## src/rtl/pa_risc_pkg.sv

```systemverilog
// Shared PA-RISC fetch types and constants: address/instruction widths, canonical NOP, PC increment.
// Every file in the fetch slice imports this package.
package pa_risc_pkg;

  localparam int ADDR_W = 8;
  localparam int INST_W = 32;

  typedef logic [ADDR_W-1:0] addr_t;
  typedef logic [INST_W-1:0] inst_t;

  localparam inst_t NOP_INST = 32'h0800_0240;
  localparam addr_t PC_INC   = 8'd4;

  // Instructions are word aligned; the low two address bits carry no meaning.
  function automatic addr_t word_align(input addr_t a);
    return {a[ADDR_W-1:2], 2'b00};
  endfunction

endpackage

```

## src/rtl/fetch_stage_if.sv

```systemverilog
// Fetch-stage bus: pipeline control inputs, the instruction memory port and the IF/ID outputs.
// The master modport is the fetch stage; the slave modport is its surrounding pipeline and memory.
interface fetch_stage_if;
  import pa_risc_pkg::*;

  logic  stall;
  logic  branch_taken;
  addr_t branch_target;
  logic  nullify;
  addr_t imem_addr;
  inst_t imem_inst;
  inst_t ifid_inst;
  addr_t ifid_pc;
  logic  ifid_valid;

  modport master (
    input  stall, branch_taken, branch_target, nullify, imem_inst,
    output imem_addr, ifid_inst, ifid_pc, ifid_valid
  );

  modport slave (
    output stall, branch_taken, branch_target, nullify, imem_inst,
    input  imem_addr, ifid_inst, ifid_pc, ifid_valid
  );

endinterface

```

## src/rtl/fetch_stage_pc_npc_reg.sv

```systemverilog
// PC/nPC pair for the delayed-branch model; a redirect loads nPC, so the delay slot is always fetched.
// Both registers hold while en is low, and branch_taken is ignored in that case.
module pc_npc_reg import pa_risc_pkg::*; #(
  parameter addr_t RESET_PC = '0
) (
  input  logic  clk,
  input  logic  reset,
  input  logic  en,
  input  logic  branch_taken,
  input  addr_t branch_target,
  output addr_t pc,
  output addr_t npc
);

  addr_t pc_q, pc_d;
  addr_t npc_q, npc_d;

  always_comb begin
    pc_d  = pc_q;
    npc_d = npc_q;
    if (en) begin
      pc_d  = npc_q;
      // The +4 wraps modulo 2^ADDR_W with no overflow indication.
      npc_d = branch_taken ? word_align(branch_target) : npc_q + PC_INC;
    end
  end

  always_ff @(posedge clk or posedge reset) begin
    if (reset) begin
      pc_q  <= RESET_PC;
      npc_q <= RESET_PC + PC_INC;
    end else begin
      pc_q  <= pc_d;
      npc_q <= npc_d;
    end
  end

  assign pc  = pc_q;
  assign npc = npc_q;

endmodule

```

## src/rtl/fetch_stage.sv

```systemverilog
// Instruction fetch: drives PC to instruction memory and captures word plus PC into IF/ID one edge later.
// A stall freezes PC/nPC and IF/ID, but a nullify still squashes the IF/ID word to a NOP bubble.
module fetch_stage import pa_risc_pkg::*; #(
  parameter addr_t RESET_PC = '0
) (
  input logic            clk,
  input logic            reset,
  fetch_stage_if.master  bus
);

  addr_t pc;
  addr_t npc;

  pc_npc_reg #(
    .RESET_PC (RESET_PC)
  ) u_pc_npc_reg (
    .clk           (clk),
    .reset         (reset),
    .en            (!bus.stall),
    .branch_taken  (bus.branch_taken),
    .branch_target (bus.branch_target),
    .pc            (pc),
    .npc           (npc)
  );

  assign bus.imem_addr = pc;

  inst_t ifid_inst_q, ifid_inst_d;
  addr_t ifid_pc_q, ifid_pc_d;
  logic  ifid_valid_q, ifid_valid_d;

  always_comb begin
    ifid_inst_d  = ifid_inst_q;
    ifid_pc_d    = ifid_pc_q;
    ifid_valid_d = ifid_valid_q;
    if (!bus.stall) begin
      ifid_inst_d  = bus.imem_inst;
      ifid_pc_d    = pc;
      ifid_valid_d = 1'b1;
    end
    // Squash takes effect even under stall; ifid_pc keeps its held value then.
    if (bus.nullify) begin
      ifid_inst_d  = NOP_INST;
      ifid_valid_d = 1'b0;
    end
  end

  always_ff @(posedge clk or posedge reset) begin
    if (reset) begin
      ifid_inst_q  <= NOP_INST;
      ifid_pc_q    <= '0;
      ifid_valid_q <= 1'b0;
    end else begin
      ifid_inst_q  <= ifid_inst_d;
      ifid_pc_q    <= ifid_pc_d;
      ifid_valid_q <= ifid_valid_d;
    end
  end

  assign bus.ifid_inst  = ifid_inst_q;
  assign bus.ifid_pc    = ifid_pc_q;
  assign bus.ifid_valid = ifid_valid_q;

endmodule

```

## src/flat_wrapper.sv

```systemverilog
// flat-port wrapper written by rule: the top's interface ports become plain ports
module fetch_stage_flat import pa_risc_pkg::*;
#(
  parameter addr_t RESET_PC = '0
)
  (clk, reset, bus_stall, bus_branch_taken, bus_branch_target, bus_nullify, bus_imem_inst, bus_imem_addr, bus_ifid_inst, bus_ifid_pc, bus_ifid_valid);
  fetch_stage_if bus_i ();
  input logic clk;
  input logic reset;
  input wire logic [$bits(bus_i.stall)-1:0] bus_stall;
  input wire logic [$bits(bus_i.branch_taken)-1:0] bus_branch_taken;
  input wire logic [$bits(bus_i.branch_target)-1:0] bus_branch_target;
  input wire logic [$bits(bus_i.nullify)-1:0] bus_nullify;
  input wire logic [$bits(bus_i.imem_inst)-1:0] bus_imem_inst;
  output wire logic [$bits(bus_i.imem_addr)-1:0] bus_imem_addr;
  output wire logic [$bits(bus_i.ifid_inst)-1:0] bus_ifid_inst;
  output wire logic [$bits(bus_i.ifid_pc)-1:0] bus_ifid_pc;
  output wire logic [$bits(bus_i.ifid_valid)-1:0] bus_ifid_valid;
  assign bus_i.stall = bus_stall;
  assign bus_i.branch_taken = bus_branch_taken;
  assign bus_i.branch_target = bus_branch_target;
  assign bus_i.nullify = bus_nullify;
  assign bus_i.imem_inst = bus_imem_inst;
  assign bus_imem_addr = bus_i.imem_addr;
  assign bus_ifid_inst = bus_i.ifid_inst;
  assign bus_ifid_pc = bus_i.ifid_pc;
  assign bus_ifid_valid = bus_i.ifid_valid;
  fetch_stage #(.RESET_PC(RESET_PC)) u_core (.clk(clk), .reset(reset), .bus(bus_i));
endmodule
```

## config.mk

```make
export PLATFORM = sky130hd
export DESIGN_NAME = fetch_stage_flat
export DESIGN_NICKNAME = d
export VERILOG_FILES = /design/src/rtl/pa_risc_pkg.sv /design/src/rtl/fetch_stage_if.sv /design/src/rtl/fetch_stage_pc_npc_reg.sv /design/src/rtl/fetch_stage.sv /design/src/flat_wrapper.sv
export SDC_FILE = /design/constraint.sdc
export NUM_CORES = 1
export LEC_CHECK = 0
export ABC_CLOCK_PERIOD_IN_PS = 2600
export CAP_MARGIN = 10
export CORE_ASPECT_RATIO = 1.2
export CORE_MARGIN = 10
export CORE_UTILIZATION = 35
export DETAILED_ROUTE_END_ITERATION = 12
export MAX_ROUTING_LAYER = met4
export PLACE_DENSITY_LB_ADDON = 0.25
export SYNTH_ARGS = -nofsm -noshare
export SYNTH_HDL_FRONTEND = slang
export SYNTH_HIERARCHICAL = 1
export SYNTH_SLANG_ARGS = --single-unit
```

## constraint.sdc

```tcl
create_clock -name clk -period 2.6 [get_ports clk]
set_clock_uncertainty 0.1 [all_clocks]
set_input_delay 0.52 -clock clk [delete_from_list [all_inputs] [get_ports clk]]
set_output_delay 0.52 -clock clk [all_outputs]
set_load 0.02 [all_outputs]
```

Word-level counts from Yosys, hierarchy flattened

Index checks and enable logic that the tools add are counted.

Input port bits: 45
Output and inout bits: 49
Register bits after elaboration: 57
Word-level logic and storage cells: 12

Add/sub/neg operators: 1
Equal/unequal tests: 1
Muxes and demuxes: 5

Operators by type and width:

| operator                                              | number |
|---|---|
| two-way mux 32 bit                                    | 2 |
| adder 8 x 3 -> 8 bit, second input constant           | 1 |
| two-way mux 8 bit                                     | 1 |
| two-way mux 1 bit                                     | 2 |
| inequality test 2 x 1 -> 1 bit, second input constant | 1 |

Logic depth before layout (Yosys ltp)

Gate-level depths: netlist of run 1.

Depth in word-level cells: 2
Gate-level depth with buffers: 8
Depth with buffers taken out: 4

Cells and area by module

Netlist of run 1, hierarchy kept.

By module, submodules not included:

| module      | instances | cells an instance | area an instance (um^2) | sequential area each (um^2) |
|---|---|---|---|---|
| fetch_stage | 1         | 126               | 1640.3                  | 1029.7 |
| pc_npc_reg  | 1         | 60                | 620.6                   | 301.5 |

Worst setup path before layout of run 1

Ideal clock, no wire load.

Path kind: input port to flip-flop
Start: input bus_stall
End: register u_core.u_pc_npc_reg.npc_q[5] (netlist: u_core/u_pc_npc_reg/npc[5])
Path slack: 0.996 ns
Required time: 2.372 ns
Arrival time: 1.377 ns
Buffers on the path: 4
Stages on the path: 8
Setup time: 0.128 ns
Cell sequence: buf_6 -> buf_6 -> inv_2 -> buf_2 -> buf_2 -> nand3b_1 -> o21ai_0 -> nor3_1

RTL lines:

| element                | line                         | text |
|---|---|---|
| start: declaration     | flat_wrapper.sv:10           | `input wire logic [$bits(bus_i.stall)-1:0] bus_stall;` |
| end signal: assignment | fetch_stage_pc_npc_reg.sv:31 | `npc_q <= RESET_PC + PC_INC;` |
| end signal: assignment | fetch_stage_pc_npc_reg.sv:34 | `npc_q <= npc_d;` |
| end: declaration       | fetch_stage_pc_npc_reg.sv:16 | `addr_t npc_q, npc_d;` |

Final worst setup path of run 1

Start: register u_core.ifid_inst_q[9] (netlist: u_core/bus.ifid_inst[9])
End: output bus_ifid_inst[9]

RTL lines:

| element                  | line               | text |
|---|---|---|
| start: declaration       | fetch_stage.sv:28  | `inst_t ifid_inst_q, ifid_inst_d;` |
| start signal: assignment | fetch_stage.sv:54  | `ifid_inst_q <= ifid_inst_d;` |
| end: declaration         | flat_wrapper.sv:16 | `output wire logic [$bits(bus_i.ifid_inst)-1:0] bus_ifid_inst;` |

No word-level cell between the ends.

==> flow_summary.json, run 1 <==
{
  "status": "complete, no violations",
  "clkSinkCount": 53,
  "hold-worst-slack_ns": 0.4082,
  "die_area_sq_um": 10030,
  "power.density_nw_per_um2": 610.6,
  "yosysWarnings": 6,
  "antenna_found_initial": 0,
  "portBuffers": 89,
  "pre_cts_slack_ns": 0.6346,
  "cts_inserted_buffers": 5,
  "cts_tree": "yes",
  "critPathSlowestCell": "clkdlybuf4s50_1",
  "dp_hpwl_mm": 4.194,
  "critical_path.max_stage_delay_ns": 0.62,
  "startpoint_type": "flop",
  "setup_ws_ns": 0.5262,
  "cts_setup_buffers": 0,
  "cts_buffer_depth": 2,
  "initial_core_util_pct": 36.65,
  "drtIter0Drc": 39,
  "path_cells": "clkdlybuf4s50_1",
  "root_buffer": "clkbuf_8",
  "grt_pass1_vias": 1716,
  "finalSetupViolCount": 0,
  "htreeDepth": 2,
  "vias": 1637,
  "drt-total-wl_mm": 5.605,
  "worstSetupPathType": "reg -> out",
  "design_area_sq_um": 3269,
  "areaGrowthSynthToFinish_pct": 45.57,
  "die_h_um": 107.8,
  "finalPower_mw": 1.996,
  "grtUsageTotal_pct": 11.57,
  "ctsHoldBuffers": 0,
  "syn_avg_cell_area_sq_um": 12.21,
  "die_w_um": 93.13,
  "critPathBufInv": 1,
  "num_antenna_cells": 0,
  "maxSlewViolCount": 0,
  "grt_max_degree": 42,
  "fin_crit_sh_pct": 79.76,
  "finalSetupTns_ns": 0,
  "vias_per_cell": 4.637,
  "synthesis.area_sq_um": 2246,
  "io_pins": 94,
  "drive_gt1_share_pct": 12.18,
  "postPlaceCellArea_sq_um": 3168,
  "route.detailed.drc": 0,
  "postSynthCellCount": 184,
  "rows": 31,
  "clock_latency_ns": 0.29,
  "static-leakage-power_nw": 1.474,
  "rsz0062_at_grt": "false",
  "drt_first_pass_iters": 4,
  "fmax_mhz": 482.2,
  "ir_drop_uv": 309.4,
  "core_sq_um": 6128,
  "slew_headroom_pct": 65.30,
  "maxCapViolCount": 0,
  "cts-resized-gates": 0,
  "overflow": 0,
  "nNetsFinal": 316,
  "arrival_ns": 1.45,
  "worstMarginPinSlew_ns": 0.5205,
  "period_needed_ns": 2.074,
  "cp-end-kind": "primary output",
  "wl_per_cell_um": 15.88,
  "cts.clk_slew.worst_paths_ns": 0.09,
  "cp_top_family": "buffers and inverters",
  "hp-class": "reg -> reg",
  "grt_pass1_wl_mm": 9.108,
  "finalWeightedCongestion": 0.7299,
  "worstPathRequired_ns": 1.98,
  "hold_violations": 0,
  "ant_nets": 0,
  "critPathMaxFanout": 2
}
path summary, 6_finish.rpt:
check / startpoint / to / slack, ns / depth (start not counted)
worst max-delay path: u_core/bus.ifid_inst[9]$_DFFE_PP1P_ / bus_ifid_inst[9] / 0.53 / 1
worst min-delay path: u_core/bus.ifid_pc[7]$_DFFE_PP0N_ / u_core/bus.ifid_pc[7]$_DFFE_PP0N_ / 0.41 / 1
max in group asynchronous: reset / u_core/bus.ifid_inst[27]$_DFFE_PP1P_ / 1.45 / 3
min in group asynchronous: reset / u_core/u_pc_npc_reg/npc[4]$_DFFE_PP0P_ / 0.47 / 2
worst min register to register: u_core/bus.ifid_pc[7]$_DFFE_PP0N_ / u_core/bus.ifid_pc[7]$_DFFE_PP0N_ / 0.41 / 1
worst max register to register: u_core/u_pc_npc_reg/npc[2]$_DFFE_PP1P_ / u_core/u_pc_npc_reg/npc[4]$_DFFE_PP0P_ / 1.18 / 3
where the power goes:
group	internal, mW	total [mW]	switching (mW)
sequential	0.920	0.985	0.0649
combinational	0.274	0.517	0.243
clock	0.241	0.494	0.253
total	1.44	2.00	0.561
per-stage QoR:
stage	instances	util [%]
3_3_place_gp	345	51.69
5_1_grt	353	53.35
3_5_place_dp	345	51.69
4_1_cts	353	53.35
6_report	353	53.35
2_1_floorplan	185	-
layout make-up:
cell class	count	area (sq um)
multi-input combinational	111	799.5
tap	82	102.6
sequential	53	1331
clock inverter	1	5.005
clock buffer	7	96.34
fill	563	2859
timing repair buffer	92	908.4
inverter	7	26.28
placed cells by master (no fill, tap or decap), types with 2 or more instances in the layout:
cell type        count
and2_1               2
a211o_1              3
conb_1               2
a21oi_1              6
inv_1                5
dfstp_2              4
nor3_1               2
nor2_1              34
o21ai_0              3
clkbuf_8             7
mux2i_1             30
buf_4                3
nand2_1              2
mux2_2              13
clkdlybuf4s50_1     88
dfrtp_1             49
metal layers:
metal  routed length [um]  up-vias  track usage [%]
met5                    0        -                -
met4                   10        0            2.318
met3                  266        2            3.489
met2                 2568       60            17.60
met1                 2759      790            14.88
li1                     -      785                -
state kept, by name, indices dropped and copies added, names as in the netlist:
register                 flops
u_core/u_pc_npc_reg/npc      6
u_core/u_pc_npc_reg/pc       6
u_core/bus.ifid_pc           8
u_core/bus.ifid_valid        1
u_core/bus.ifid_inst        32
(Power assumes the default switching activity.)
==> inputs of run 2 (changes only) <==
--- a/config.mk
+++ b/config.mk
@@ -5,7 +5,7 @@
 export SDC_FILE = /design/constraint.sdc
 export NUM_CORES = 1
 export LEC_CHECK = 0
-export ABC_CLOCK_PERIOD_IN_PS = 2600
+export ABC_CLOCK_PERIOD_IN_PS = 2100
 export CAP_MARGIN = 10
 export CORE_ASPECT_RATIO = 1.2
 export CORE_MARGIN = 10
==> constraint.sdc (replaced) <==
create_clock -name clk -period 2.1 [get_ports clk]
set_clock_uncertainty 0.1 [all_clocks]
set_input_delay 0.42 -clock clk [delete_from_list [all_inputs] [get_ports clk]]
set_output_delay 0.42 -clock clk [all_outputs]
set_load 0.02 [all_outputs]
==> flow_summary.json, run 2 (synthesized netlist as in run 1, its figures left out) <==
{
  "worstSetupPathType": "reg -> out",
  "hold-worst-slack_ns": 0.3572,
  "drive_gt1_share_pct": 12.50,
  "cts-resized-gates": 0,
  "setup_ws_ns": 0.1115,
  "portBuffers": 89,
  "design_area_sq_um": 3284,
  "finalSetupTns_ns": 0,
  "layout_common_cells": "clkdlybuf4s50_1, dfrtp_1, nor2_1",
  "critical_path.max_stage_delay_ns": 0.63,
  "static-leakage-power_nw": 1.481,
  "dp_hpwl_mm": 4.234,
  "finalWeightedCongestion": 0.7205,
  "core_sq_um": 6128,
  "cts_setup_buffers": 0,
  "critPathBufInv": 1,
  "vias_per_cell": 4.655,
  "drt-total-wl_mm": 5.612,
  "root_buffer": "clkbuf_8",
  "antenna_found_initial": 0,
  "areaGrowthSynthToFinish_pct": 46.24,
  "htreeDepth": 2,
  "grt_pass1_vias": 1730,
  "postPlaceCellArea_sq_um": 3188,
  "critPathSlowestCell": "clkdlybuf4s50_1",
  "overflow": 0,
  "cts_tree": "yes",
  "dp_cells": 346,
  "critPathMaxFanout": 2,
  "grt_pass1_wl_mm": 9.177,
  "worstPathRequired_ns": 1.58,
  "hold_violations": 0,
  "hp-class": "in -> async",
  "die_h_um": 107.8,
  "wl_per_cell_um": 15.85,
  "fin_cells": 354,
  "maxSlewViolCount": 0,
  "finalPower_mw": 2.457,
  "status": "complete, no violations",
  "route.detailed.drc": 0,
  "period_needed_ns": 1.988,
  "maxCapViolCount": 0,
  "cp-end-kind": "primary output",
  "n_fill_cell": 594,
  "vias": 1648,
  "fin_util_pct": 53.59,
  "num_antenna_cells": 0,
  "pre_cts_slack_ns": 0.2537,
  "largest_register_ffs": 32,
  "layout_commonest_cell": "clkdlybuf4s50_1",
  "cts_inserted_buffers": 5,
  "fin_crit_sh_pct": 94.69,
  "grt_max_degree": 42,
  "nNetsFinal": 317,
  "die_area_sq_um": 10030,
  "ir_drop_uv": 369.0,
  "rsz0062_at_grt": "false",
  "clkSinkCount": 53,
  "clock_latency_ns": 0.30,
  "ant_nets": 0,
  "startpoint_type": "flop",
  "drt_first_pass_iters": 4,
  "initial_core_util_pct": 36.65,
  "cp_top_family": "buffers and inverters",
  "fmax_mhz": 502.9,
  "grtUsageTotal_pct": 11.85,
  "path_cells": "clkdlybuf4s50_1",
  "drtIter0Drc": 60,
  "die_w_um": 93.13,
  "cts_buffer_depth": 2,
  "ctsHoldBuffers": 0,
  "rows": 31,
  "arrival_ns": 1.47,
  "finalSetupViolCount": 0,
  "power.density_nw_per_um2": 748.1,
  "io_pins": 94,
  "cts.clk_slew.worst_paths_ns": 0.10
}
[run 2: cell types whose count changed in the layout (fill, tap and decap cells not counted), sizes merged]
cell / change
buf: +1
clkbuf: -1
clkinv: +1
[run 2: path summary, 6_finish.rpt]
path	startpoint	cells past startpoint	to	slack, ns
setup / recovery	u_core/bus.ifid_inst[6]$_DFFE_PP1P_	1	bus_ifid_inst[6]	0.11
hold / removal	reset	2	u_core/u_pc_npc_reg/npc[5]$_DFFE_PP0P_	0.36
setup reg to reg	u_core/u_pc_npc_reg/npc[2]$_DFFE_PP1P_	3	u_core/u_pc_npc_reg/npc[4]$_DFFE_PP0P_	0.70
hold reg to reg	u_core/bus.ifid_pc[7]$_DFFE_PP0N_	1	u_core/bus.ifid_pc[7]$_DFFE_PP0N_	0.41
max in group asynchronous	reset	2	u_core/u_pc_npc_reg/npc[2]$_DFFE_PP1P_	1.20
min in group clk	u_core/bus.ifid_pc[7]$_DFFE_PP0N_	1	u_core/bus.ifid_pc[7]$_DFFE_PP0N_	0.41
[run 2: area by class of cell]
cell class / instances / area (sq um) / share of cell area [%]
sequential: 53 / 1331 / 40.53
clock buffer: 6 / 82.58 / 2.514
multi-input combinational: 111 / 799.5 / 24.34
inverter: 7 / 26.28 / 0.8000
tap: 82 / 102.6 / 3.124
clock inverter: 2 / 13.76 / 0.4190
timing repair buffer: 93 / 928.4 / 28.27
[run 2: power breakdown]
| group | leakage (nW) | switching, mW | internal [mW] |
|---|---|---|---|
| Sequential | 0.658 | 0.0798 | 1.14 |
| Clock | 0.0512 | 0.328 | 0.268 |
| Combinational | 0.771 | 0.300 | 0.343 |
| Total | 1.48 | 0.707 | 1.75 |
[run 2: metal layers]
| metal | part of all wire (%) | global-route usage [%] | routed length, um |
|---|---|---|---|
| met4 | 0.61 | 3.311 | 34 |
| met2 | 47 | 18.61 | 2634 |
| met3 | 4.9 | 3.838 | 274 |
| met1 | 48 | 14.24 | 2669 |
| met5 | 0 | - | 0 |
==> RTL edit, RTL diff (config.mk and constraints of run 1) <==
Make the reset (`reset`) synchronous in 2 clocked blocks.
--- a/src/rtl/fetch_stage_pc_npc_reg.sv
+++ b/src/rtl/fetch_stage_pc_npc_reg.sv
@@ -25,7 +25,7 @@
     end
   end
 
-  always_ff @(posedge clk or posedge reset) begin
+  always_ff @(posedge clk) begin
     if (reset) begin
       pc_q  <= RESET_PC;
       npc_q <= RESET_PC + PC_INC;
--- a/src/rtl/fetch_stage.sv
+++ b/src/rtl/fetch_stage.sv
@@ -45,7 +45,7 @@
     end
   end
 
-  always_ff @(posedge clk or posedge reset) begin
+  always_ff @(posedge clk) begin
     if (reset) begin
       ifid_inst_q  <= NOP_INST;
       ifid_pc_q    <= '0;
Function: differs if reset is asserted again (counterexample within 4 cycles, from zero or initial values and one cycle with reset high); with reset held inactive, the same outputs for 10 cycles.
==> RTL edit against run 1 <==
Total power fell by 14%. Synthesized area is 6.9% lower. Sequential cell count did not move. Final area decreased by 4.7%. Clock power grew 16%. Critical path type unchanged. Combinational power is 48% lower. Worst hold slack got worse by 41 ps. Setup slack improved by 150 ps. Wire length down 4.6%.
==> RTL edit: results (changes against run 1) <==
[run_status]
outcome=finished clean

[sta]
layout_worst_path_cycle_share_pct=74.0  ; -5.7 points
worst_pin_slew_ps=705  ; +184 ps
finalHoldWorstSlack_ps=367  ; -41.2 ps
final_setup_violating_endpoints=0  ; unchanged

[critical_path]
worst_setup_path_endpoint=bus_imem_addr[5]
r2r_setup_slack_ps=1220  ; +40 ps
rr_startpoint=u_core/u_pc_npc_reg/npc[2]
critical_path.startpoint=u_core/u_pc_npc_reg/pc[5]
critPathMaxFanout=3  ; +1
ff2ff_path_depth=4  ; +1
gate_family_responsible_for_the_most_delay_along_the_worst_path=buffers and inverters
r2r-end=u_core/u_pc_npc_reg/npc[6]
cp_data_arrival_time_ps=1300  ; -150 ps

[route]
via_per_inst=4.55  ; -1.8%
vias=1676  ; +2.4%
drt-total-wl_mm=5.35  ; -4.6%
detail_route.iter0.violations=77  ; +97%

[place]
place.gp.congestion=0.762  ; +4.4%
pre_cts_ws_ps=586  ; -48.2 ps
dp_hpwl_mm=3.97  ; -5.4%
dpl-instance-area_um2=3000  ; -5.3%
instance_count_after_placement_with_tap_cells_included=360  ; +4.3%

[clock_tree]
cts-root-to-sink-buffers=2  ; unchanged
postCtsSetupRepairBufs=0  ; unchanged

[global_route]
maximum_number_of_pins_on_one_net_before_global_route_repair=41  ; -2.4%
grt_usage_pct=11.3  ; -0.31 points
vias_in_the_first_global_route=1599  ; -6.8%
grt_first_pass_wirelength_mm=8.39  ; -7.9%

[synth]
synth.avg_cell_area_um2=10.4  ; -15%
synth-warning-count=6  ; unchanged

[min_path]
end_point_of_the_most_critical_hold_path=u_core/bus.ifid_valid
holdCritStartpoint=u_core/bus.ifid_valid

[final_layout]
share_of_final_layout_standard_cells_stronger_than_drive_strength_1_pct=8.33  ; -3.8 points
fin_nets=333  ; +5.4%
nFillCells=554  ; -1.6%

[pwr]
power-per-cell-area_nw_per_um2=548  ; -10%
power.ir.vdd_worst_v=0.000302  ; -2.5%
p_leak_nw=1.26  ; -14%

-- RTL edit: cell count changes in the layout (fill, tap and decap cells not counted), sizes merged, moves of 3 or more --
cell,delta
dfxtp,+53
dfrtp,-49
mux2i,+18
mux2,-13
nor2,+11
nand2,+7
a21oi,-4
dfstp,-4
inv,-4
a211o,-3
-- RTL edit: per-layer routing --
layer / track usage (%) / vias to the layer above / part of all wire, %
li1: - / 842 / -
met1: 13.5 / 767 / 45
met2: 17.0 / 61 / 45
met3: 4.29 / 6 / 8.6
met4: 3.76 / 0 / 0.80
met5: - / - / 0
-- RTL edit: area by class of cell --
class | instances | area share [%]
Sequential cell | 53 | 34.1
Timing Repair Buffer | 93 | 29.4
Multi-Input combinational cell | 132 | 29.4
Tap cell | 80 | 3.21
Clock buffer | 7 | 2.77
Clock inverter | 1 | 0.964
Inverter | 2 | 0.241
-- RTL edit: report_power, final --
group / internal [W] / switching, W
sequential: 0.000843 / 0.0000216
combinational: 0.000148 / 0.000121
clock: 0.000314 / 0.000260
total: 0.00130 / 0.000403
